--- src/rtl/snake_apple_field.sv ---
// snake_apple_field: multi-apple placement, eat detection and scoring.
// Apples respawn at pseudo-random free interior cells from a Galois LFSR.
module snake_apple_field #(
  parameter int          GRID_W       = 40,
  parameter int          GRID_H       = 30,
  parameter int          X_W          = 6,
  parameter int          Y_W          = 5,
  parameter int          NUM_APPLES   = 4,
  parameter int          TICK_DIV     = 250000,
  parameter int          MAX_TRY      = 16,
  parameter int          BONUS_PERIOD = 8,
  parameter int          SCORE_W      = 16,
  parameter logic [15:0] LFSR_SEED    = 16'hACE1
) (
  input  logic                        CLK_50M,
  input  logic                        RST,
  input  logic                        enable,
  input  logic [X_W-1:0]              head_x,
  input  logic [Y_W-1:0]              head_y,
  output logic [NUM_APPLES*X_W-1:0]   apple_x,
  output logic [NUM_APPLES*Y_W-1:0]   apple_y,
  output logic [NUM_APPLES-1:0]       apple_valid,
  output logic [NUM_APPLES-1:0]       apple_bonus,
  output logic                        add_cube,
  output logic [2:0]                  eat_idx,
  output logic [SCORE_W-1:0]          score
);

  localparam int TW  = $clog2(TICK_DIV);
  localparam int RW  = $clog2(MAX_TRY + 1);
  localparam int BW  = $clog2(BONUS_PERIOD + 1);
  localparam int IW  = (NUM_APPLES > 1) ? $clog2(NUM_APPLES) : 1;
  localparam int SW1 = SCORE_W + 1;

  typedef enum logic {IDLE, GEN} state_t;

  state_t                    state_q, state_d;
  logic [TW-1:0]             cnt_q, cnt_d;
  logic [15:0]               lfsr_q, lfsr_d;
  logic [IW-1:0]             gidx_q, gidx_d;
  logic [RW-1:0]             try_q, try_d;
  logic [BW-1:0]             spawn_q, spawn_d;
  logic                      add_cube_q, add_cube_d;
  logic [2:0]                eat_idx_q, eat_idx_d;
  logic [SCORE_W-1:0]        score_q, score_d;
  logic [NUM_APPLES*X_W-1:0] ax_q, ax_d;
  logic [NUM_APPLES*Y_W-1:0] ay_q, ay_d;
  logic [NUM_APPLES-1:0]     valid_q, valid_d;
  logic [NUM_APPLES-1:0]     bonus_q, bonus_d;
  logic [NUM_APPLES-1:0]     pend_q, pend_d;

  logic                      tick;
  logic                      hit;
  logic [IW-1:0]             hit_idx;
  logic [IW-1:0]             pend_idx;
  logic [X_W-1:0]            cx;
  logic [Y_W-1:0]            cy;
  logic                      bad;
  logic [SCORE_W:0]          sum;

  assign tick = enable && (cnt_q == TW'(TICK_DIV - 1));

  // Game tick divider: counts only while the game is running
  always_comb begin
    cnt_d = cnt_q;
    if (enable)
      cnt_d = (cnt_q == TW'(TICK_DIV - 1)) ? '0 : cnt_q + 1'b1;
  end

  // Free-running Galois LFSR, taps 16'hB400
  always_comb begin
    lfsr_d = {1'b0, lfsr_q[15:1]} ^ (lfsr_q[0] ? 16'hB400 : 16'h0000);
  end

  // Lowest-index apple under the head, and lowest pending apple
  always_comb begin
    hit      = 1'b0;
    hit_idx  = '0;
    pend_idx = '0;
    for (int i = NUM_APPLES - 1; i >= 0; i--) begin
      if (valid_q[i] &&
          ax_q[i*X_W +: X_W] == head_x &&
          ay_q[i*Y_W +: Y_W] == head_y) begin
        hit     = 1'b1;
        hit_idx = IW'(i);
      end
      if (pend_q[i])
        pend_idx = IW'(i);
    end
  end

  // Candidate cell and its rejection test
  always_comb begin
    cx  = lfsr_q[X_W-1:0];
    cy  = lfsr_q[X_W+Y_W-1:X_W];
    bad = (cx == '0) || (cx >= X_W'(GRID_W - 1)) ||
          (cy == '0) || (cy >= Y_W'(GRID_H - 1)) ||
          (cx == head_x && cy == head_y);
    for (int i = 0; i < NUM_APPLES; i++)
      if (valid_q[i] && IW'(i) != gidx_q &&
          ax_q[i*X_W +: X_W] == cx &&
          ay_q[i*Y_W +: Y_W] == cy)
        bad = 1'b1;
  end

  // Eat / respawn FSM; ticks outside IDLE are ignored
  always_comb begin
    state_d    = state_q;
    gidx_d     = gidx_q;
    try_d      = try_q;
    spawn_d    = spawn_q;
    add_cube_d = 1'b0;
    eat_idx_d  = eat_idx_q;
    score_d    = score_q;
    ax_d       = ax_q;
    ay_d       = ay_q;
    valid_d    = valid_q;
    bonus_d    = bonus_q;
    pend_d     = pend_q;
    sum        = {1'b0, score_q} +
                 (bonus_q[hit_idx] ? SW1'(3) : SW1'(1));
    unique case (state_q)
      IDLE: begin
        if (tick) begin
          if (hit) begin
            add_cube_d = 1'b1;
            eat_idx_d  = 3'(hit_idx);
            for (int i = 0; i < NUM_APPLES; i++)
              if (IW'(i) == hit_idx) begin
                valid_d[i] = 1'b0;
                pend_d[i]  = 1'b1;
              end
            score_d = sum[SCORE_W] ? '1 : sum[SCORE_W-1:0];
            state_d = GEN;
            gidx_d  = hit_idx;
            try_d   = '0;
          end else if (|pend_q) begin
            state_d = GEN;
            gidx_d  = pend_idx;
            try_d   = '0;
          end
        end
      end
      GEN: begin
        if (!bad) begin
          for (int i = 0; i < NUM_APPLES; i++)
            if (IW'(i) == gidx_q) begin
              ax_d[i*X_W +: X_W] = cx;
              ay_d[i*Y_W +: Y_W] = cy;
              valid_d[i] = 1'b1;
              pend_d[i]  = 1'b0;
              bonus_d[i] = (spawn_q == BW'(BONUS_PERIOD - 1));
            end
          spawn_d = (spawn_q == BW'(BONUS_PERIOD - 1)) ?
                    '0 : spawn_q + 1'b1;
          state_d = IDLE;
        end else if (try_q == RW'(MAX_TRY - 1)) begin
          state_d = IDLE;
        end else begin
          try_d = try_q + 1'b1;
        end
      end
      default: state_d = IDLE;
    endcase
  end

  // State registers with synchronous reset
  always_ff @(posedge CLK_50M) begin
    if (RST) begin
      state_q    <= IDLE;
      cnt_q      <= '0;
      lfsr_q     <= LFSR_SEED;
      gidx_q     <= '0;
      try_q      <= '0;
      spawn_q    <= '0;
      add_cube_q <= 1'b0;
      eat_idx_q  <= '0;
      score_q    <= '0;
      valid_q    <= '1;
      bonus_q    <= '0;
      pend_q     <= '0;
      for (int i = 0; i < NUM_APPLES; i++) begin
        ax_q[i*X_W +: X_W] <=
          X_W'((2*i + 1) * GRID_W / (2 * NUM_APPLES));
        ay_q[i*Y_W +: Y_W] <= Y_W'(GRID_H / 3);
      end
    end else begin
      state_q    <= state_d;
      cnt_q      <= cnt_d;
      lfsr_q     <= lfsr_d;
      gidx_q     <= gidx_d;
      try_q      <= try_d;
      spawn_q    <= spawn_d;
      add_cube_q <= add_cube_d;
      eat_idx_q  <= eat_idx_d;
      score_q    <= score_d;
      valid_q    <= valid_d;
      bonus_q    <= bonus_d;
      pend_q     <= pend_d;
      ax_q       <= ax_d;
      ay_q       <= ay_d;
    end
  end

  assign apple_x     = ax_q;
  assign apple_y     = ay_q;
  assign apple_valid = valid_q;
  assign apple_bonus = bonus_q;
  assign add_cube    = add_cube_q;
  assign eat_idx     = eat_idx_q;
  assign score       = score_q;

endmodule

--- config.mk ---
export PLATFORM = sky130hd
export DESIGN_NAME = snake_apple_field
export DESIGN_NICKNAME = d
export VERILOG_FILES = /design/src/rtl/snake_apple_field.sv
export SDC_FILE = /design/constraint.sdc
export NUM_CORES = 1
export LEC_CHECK = 0
export ABC_AREA = 0
export BUFFER_PORTS_ARGS = -buffer_cell sky130_fd_sc_hd__buf_2
export CAP_MARGIN = 40
export CORE_MARGIN = 4
export CORE_UTILIZATION = 50
export DETAILED_ROUTE_END_ITERATION = 8
export PLACE_DENSITY = 0.67
export SYNTH_ARGS = -nofsm -noshare
export SYNTH_HDL_FRONTEND = slang
export SYNTH_SLANG_ARGS = --single-unit
export TNS_END_PERCENT = 50
--- constraint.sdc ---
create_clock -name CLK_50M -period 4.4 [get_ports CLK_50M]
set_clock_uncertainty 0.15 [all_clocks]
set_input_delay 0.88 -clock CLK_50M [delete_from_list [all_inputs] [get_ports CLK_50M]]
set_output_delay 0.88 -clock CLK_50M [all_outputs]
set_load 0.05 [all_outputs]
==> results of run 1 <==
worst reg2reg max path: cells and delay by family (launching register included):
family | cells | cell delay, ps
adder cells (fa/ha/maj) | 1 | 420
flip-flops | 1 | 480
XOR/XNOR | 1 | 160
AO/OA/AOI/OAI | 3 | 470
AND/OR/NAND/NOR | 7 | 1700
metrics by stage:
| stage | area (um2) | util, % |
|---|---|---|
| detailed placement | 6659 | 54.98 |
| global placement | 6651 | 54.92 |
| CTS | 7241 | 59.78 |
| finish | 7241 | 59.78 |
| floorplan | 6245 | - |
| global route | 7241 | 59.78 |
cells by family (layout without fill, tap and decap cells):
| family | after synthesis | in the layout | share of synthesized area (%) |
|---|---|---|---|
| flip-flops | 121 | 121 | 38.79 |
| multiplexers | 32 | 32 | 5.129 |
| buffers and inverters | 64 | 134 | 5.269 |
| other | 1 | 1 | 0.06005 |
| AND/OR/NAND/NOR | 266 | 266 | 22.96 |
| AO/OA/AOI/OAI | 84 | 84 | 9.778 |
| XOR/XNOR | 119 | 119 | 16.69 |
| adder cells (fa/ha/maj) | 6 | 6 | 1.322 |
layout by cell type (no fill, tap or decap), drive strengths merged, types with 16 or more instances in the layout:
cell type,n
clkbuf,23
nand3,21
nor3,29
nand4,26
mux2i,32
dfxtp,121
xnor2,74
buf,91
nor2b,18
a21oi,25
nand2,23
xor2,45
nor2,80
and3,16
registers in the layout, indices dropped and copies added (netlist names):
register	count
apple_bonus	4
cnt_q	18
score	16
apple_valid	4
apple_x	24
spawn_q	4
apple_y	20
pend_q	4
eat_idx	2
add_cube	1
state_q	1
lfsr_q	16
try_q	5
gidx_q	2
power groups by stage:
stage                     logic [mW]  registers (mW)  clock network (mW)
after floorplan                0.123            1.14                   0
after global placement         0.115            1.17                   0
after detailed placement       0.117            1.17                   0
after CTS                      0.118            1.14                1.39
after global routing           0.130            1.15                1.44
final                          0.117            1.14                1.37
synth_stat cells, drive strengths merged, types with 3 or more instances:
library cell and number:
a31oi 7, nand3 21, a311oi 4, xor2 45
buf 34, nand2 23, or2 7, and4 3
mux2i 32, inv 12, o21ai 6, nor2b 18
and2 3, a211oi 13, nor3 29, nor2 80
clkbuf 18, a211o 12, nand4 26, ha 5
nand2b 12, a21oi 25, xnor2 74, dfxtp 121
or4 5, nor4 15, and3 16, o31ai 4
how the worst min path moves through the flow:
stage,start,to,slack [ps]
after floorplan,lfsr_q[12]$_SDFF_PP0_,lfsr_q[11]$_SDFF_PP1_,240
after CTS,lfsr_q[12]$_SDFF_PP0_,lfsr_q[11]$_SDFF_PP1_,260
final,lfsr_q[12]$_SDFF_PP0_,lfsr_q[11]$_SDFF_PP1_,260
after global routing,lfsr_q[12]$_SDFF_PP0_,lfsr_q[11]$_SDFF_PP1_,280
after global placement,lfsr_q[12]$_SDFF_PP0_,lfsr_q[11]$_SDFF_PP1_,250
after detailed placement,lfsr_q[12]$_SDFF_PP0_,lfsr_q[11]$_SDFF_PP1_,250
metal layers:
layer	vias up	track usage (%)	share of wire, %
met1	2505	29.51	44
met2	157	38.10	48
li1	2519	-	-
met4	0	8.948	2.2
met3	26	4.995	6.0
met5	-	0	0
area by class of cell:
class	count	area [um2]	share of cell area [%]
repair buffers	91	475.5	6.566
flip-flops and latches	121	2422	33.45
inverters	12	45.04	0.6221
well taps	168	210.2	2.903
clock inverters	8	93.84	1.296
multi-input cells	508	3506	48.42
clock buffers	23	488.0	6.739
==> summary.md, run 1 <==
| Metric | Value |
|---|---|
| Run status | finished clean |
| Sw Share | ~22% |
| Largest delay share family, worst path | simple AND/OR/NAND/NOR gates |
| Max-slew violation count | 0 |
| Period utilization | 83.77% |
| Final WL | between 15 and 20 mm |
| Yosys cell types | 56 |
| HPWL Detailed | about 12 mm |
| FF-to-FF setup slack | slightly below 900 ps |
| Cell taking the most area after synthesis | dfxtp_1 |
| Ys async rst share | 0% |
| Worst path depth | 13 |
| Rows | 40 |
| CTS H-tree depth | 4 |
| CTS max path bufs | 2 |
| Max_slew headroom | 50.03% |
| Die width | 119.8 um |
| DR vias/cell | between 5 and 6 |
| Vias in the first global route | 4,915 |
| CP max stage cell | fa_1 |
| # fillers | approximately 1,100 |
| Gpl congestion | 0.8921 |
| Total grt overflow | 0 |
| Mapped Avg Cell Area | roughly 9.0 um2 |
| Total power draw | around 2.6 mW |
| N_diodes | 0 |
| Post-place setup slack | around 320 ps |
| Combinational Power Share | under 10% |
| CTS tree | yes |
| Leakage | about 2.7 nW |
| Number of synthesized flops with an enable pin | 0 |
| Flops & latches, synth | 121 |
| Critical-path maximum fanout | 9 |
| # clock sinks | roughly 120 |
| Starting Density | between 50% and 60% |
| Crit path to | score[10]$_SDFFE_PP0P_ |
| Die area | around 0.014 mm2 |
| First-pass GRT wire length | around 26 mm |
| R2R cell count | 12 |
| Post-synthesis instance total | between 600 and 700 |
| Cell Area, Synth | about 0.0062 mm2 |
| Worst VDD drop | between 200 and 250 uV |
| Crit. Startpoint | head_x[1] |
| Fin nets | 771 |
| Internal Power | around 2.0 mW |
| Worst EP required | approximately 4500 ps |
| Buf+Inv Stages, Crit Path | 1 |
| Core ar. | between 0.01 and 0.015 mm2 |
| Postcts setup bufs | 0 |
| Hold Slack | 257.0 ps |
| Reg2Reg Launch Point | apple_x[21]$_SDFFE_PP0P_ |
| IO Pins | 86 |
| CP Cell Sequence | buf_2, xnor2_1, nand4_1, nor3_1, nor3b_1, o311ai_0, o21a_1, fa_1, and2_1, and3_1, and2_1, nor3_1, a311oi_1 |
| Worst setup EP type | flip-flop |
| Initial antenna violation count | 0 |
| YS warnings | 0 |
| Arrival time at the worst endpoint | 3800 ps |
| Switching power | between 0.5 and 0.6 mW |
| Sequential area share after synthesis | 38.79% |
| Chip height | 119.8 um |
| Setup CP Type | input port to flip-flop |
| Power Density | around 360 mW/mm2 |
| Clock network power share | 52.0% |
| CTS clk-pin slew, worst paths | 50 ps |
| Share of power burned in registers | between 40% and 50% |
| Placed Cells | 900 |
| DRT Pass-1 Iters | 7 |
| Fmax | around 270 MHz |
| Hold_buf cts | 0 |
| R2R Path End | score[10]$_SDFFE_PP0P_ |
| Pin slew with the least headroom to its limit | 748.6 ps |
| Drt wl/cell | about 18 um |
| Number of DRC markers in iteration 0 | 395 |
| Unrepaired setup endpoints after global routing | false |
| Buffers on Ports | between 80 and 90 |
| Final hold viol count | 0 |
| Hold depth | 1 |
| TNS Setup | 0 ps |
| Post-Syn Nets | about 710 |
| MaxCap Viol Count | 0 |
| Final min period | about 3700 ps |
| Total CTS buffers | 17 |
| Main synth FF type | dfxtp_1 |
| Layout Area Growth over Synthesis | 15.95% |
| Final antenna-violating net count | 0 |
| GRT Util Overall | a little under a quarter |
| Share of the synthesized area in the top cell type | 38.79% |
| Largest net degree at the start of global routing | ~70 |
| Cells resized by post-CTS repair | 0 |
| DRC | 0 |
| Worst skew pair latency | 410 ps |
| Worst setup SP type | input port |
| Clock root cell | clkbuf_16 |
| Ranking of synthesized cells by area | dfxtp_1, xnor2_1, xor2_1, mux2i_1, nor2_1 |
| Via Count | 5,207 |
| Final-report setup violation count | 0 |
| Fin cells | 931 |
| Share of cells above drive strength 1 | between 15 and 20% |
| Final worst slack | 713.9 ps |
| CP max stage delay | roughly 420 ps |
| Worst min-delay path category | flip-flop to flip-flop |
Note: power is estimated with default switching activity, not from simulation.
==> inputs of run 2 (changes only) <==
==> constraint.sdc (replaced) <==
create_clock -name CLK_50M -period 3.5 [get_ports CLK_50M]
set_clock_uncertainty 0.15 [all_clocks]
set_input_delay 0.7 -clock CLK_50M [delete_from_list [all_inputs] [get_ports CLK_50M]]
set_output_delay 0.7 -clock CLK_50M [all_outputs]
set_load 0.05 [all_outputs]
==> summary.md, run 2 (same netlist as run 1, synthesis figures left out) <==
| Metric | Value |
|---|---|
| Fin nets | just under 800 |
| Hold_buf cts | 0 |
| Run status | finished clean |
| Buffers on Ports | 84 |
| CTS H-tree depth | 4 |
| Initial antenna violation count | 0 |
| Total power draw | ~3.5 mW |
| MaxCap Viol Count | 0 |
| Placed Cells | 921 |
| Final WL | 16.63 mm |
| CTS clk-pin slew, worst paths | around 50 ps |
| Setup CP Type | flip-flop to flip-flop |
| Clock network power share | between 50% and 60% |
| Layout Area Growth over Synthesis | 20.44% |
| Fin cells | 953 |
| CTS max path bufs | 2 |
| Most frequent cells in the layout | dfxtp_1, buf_2, nor2_1, xnor2_1, xor2_1 |
| FF-to-FF setup slack | ~310 ps |
| Period utilization | 91.22% |
| Total grt overflow | 0 |
| Drt wl/cell | between 15 and 20 um |
| # fillers | about 1,100 |
| # clock sinks | between 100 and 150 |
| Worst EP required | roughly 3600 ps |
| Pin slew with the least headroom to its limit | around 770 ps |
| Worst skew pair latency | 410 ps |
| Worst VDD drop | 340.0 uV |
| Postcts setup bufs | 0 |
| R2R Path End | score[13]$_SDFFE_PP0P_ |
| Chip height | about 120 um |
| Starting Density | slightly above 50% |
| Fmax | around 310 MHz |
| Most common cell after layout, fill and taps aside | dfxtp_1 |
| Largest net degree at the start of global routing | 47 |
| Final antenna-violating net count | 0 |
| Share of power burned in registers | around two fifths |
| Power Density | 465.4 mW/mm2 |
| Hold path endpoint | lfsr_q[11]$_SDFF_PP1_ |
| Share of cells above drive strength 1 | a little over a fifth |
| First-pass GRT wire length | between 20 and 30 mm |
| Number of DRC markers in iteration 0 | approximately 350 |
| Hold Crit Start | lfsr_q[12]$_SDFF_PP0_ |
| Die area | approximately 0.014 mm2 |
| Final-report setup violation count | 0 |
| Hold depth | 1 |
| Final hold viol count | 0 |
| CTS tree | yes |
| DRT Pass-1 Iters | 5 |
| Arrival time at the worst endpoint | 3320 ps |
| Max_slew headroom | 48.81% |
| Internal Power | approximately 2.8 mW |
| N_diodes | 0 |
| R2R cell count | 12 |
| IO Pins | 86 |
| Gpl congestion | 0.9611 |
| Clock root cell | clkbuf_16 |
| Worst setup SP type | flip-flop |
| HPWL Detailed | 11.98 mm |
| Rows | 40 |
| Final min period | approximately 3200 ps |
| Die width | ~120 um |
| Combinational Power Share | approximately 4.6% |
| Worst min-delay path category | flip-flop to flip-flop |
| Cells resized by post-CTS repair | 0 |
| Max reg flops | 24 |
| DRC | 0 |
| Via Count | 5,422 |
| Vias in the first global route | between 5,000 and 6,000 |
| Worst setup EP type | flip-flop |
| GRT Util Overall | 23.59% |
| DR vias/cell | ~5.7 |
| Reg2Reg Launch Point | apple_x[19]$_SDFFE_PP1P_ |
| Sw Share | 20.43% |
| Unrepaired setup endpoints after global routing | false |
| Total CTS buffers | 17 |
| Core ar. | between 0.01 and 0.015 mm2 |
| Leakage | roughly 2.8 nW |
| Switching power | ~0.7 mW |
| Critical-path maximum fanout | 6 |
| Max-slew violation count | 0 |
-- run 2: worst max path at each step --
stage                                   startpoint                      to  slack, ps  cells after the start
after floorplan                          head_y[2]  score[10]$_SDFFE_PP0P_         40                     16
after global placement                   head_x[3]   score[4]$_SDFFE_PP0P_        -50                     14
after detailed placement                 head_x[1]  score[13]$_SDFFE_PP0P_        -90                     13
after CTS                 apple_x[19]$_SDFFE_PP1P_   score[3]$_SDFFE_PP0P_        280                     12
after global routing      apple_x[19]$_SDFFE_PP1P_  score[13]$_SDFFE_PP0P_        100                     12
final                     apple_x[19]$_SDFFE_PP1P_  score[13]$_SDFFE_PP0P_        310                     12
-- run 2: power by group through the flow --
stage | registers (mW) | clock network (mW) | logic, mW
after floorplan | 1.43 | 0 | 0.158
after global placement | 1.46 | 0 | 0.156
after detailed placement | 1.47 | 0 | 0.161
after CTS | 1.44 | 1.93 | 0.163
after global routing | 1.44 | 2.00 | 0.177
final | 1.44 | 1.90 | 0.162
-- run 2: layout make-up --
cell class	instances	area (um2)	share of cell area (%)
clock inverters	8	165.2	2.196
inverters	12	45.04	0.5989
clock buffers	24	481.7	6.405
multi-input cells	508	3538	47.05
flip-flops and latches	121	2422	32.21
repair buffers	112	658.1	8.751
well taps	168	210.2	2.795
-- run 2: worst max-delay path, cell delays in order, from the launching register on --
cell and delay (ps):
dfxtp_1 460, xnor2_1 160, nand4_1 170, nor3_1 370, nor3b_1 230, o311ai_0 130
o21a_1 170, fa_2 360, and2_4 170, and3_4 180, and2_4 160, nor3_4 230
a211oi_1 120
-- run 2: routing by layer --
layer	vias to the layer above	share of wire, %	track usage (%)
li1	2579	-	-
met1	2584	42	27.74
met2	213	49	39.69
met3	46	6.3	6.550
met4	0	3.1	11.38
met5	-	0	0
-- run 2: metrics by stage --
| step | hold slack [ps] | TNS (ps) | util [%] | instance area [um2] | setup WS [ps] |
|---|---|---|---|---|---|
| after global placement | 247.5 | -299.9 | 56.76 | 6874 | -51.66 |
| after floorplan | 239.5 | 0 | - | 6320 | 38.23 |
| after CTS | 271.5 | 0 | 62.10 | 7521 | 279.3 |
| final | 269.8 | 0 | 62.10 | 7521 | 307.2 |
| after detailed placement | 254.7 | -812.6 | 56.76 | 6874 | -88.41 |
| after global routing | 297.0 | 0 | 62.10 | 7521 | 98.89 |
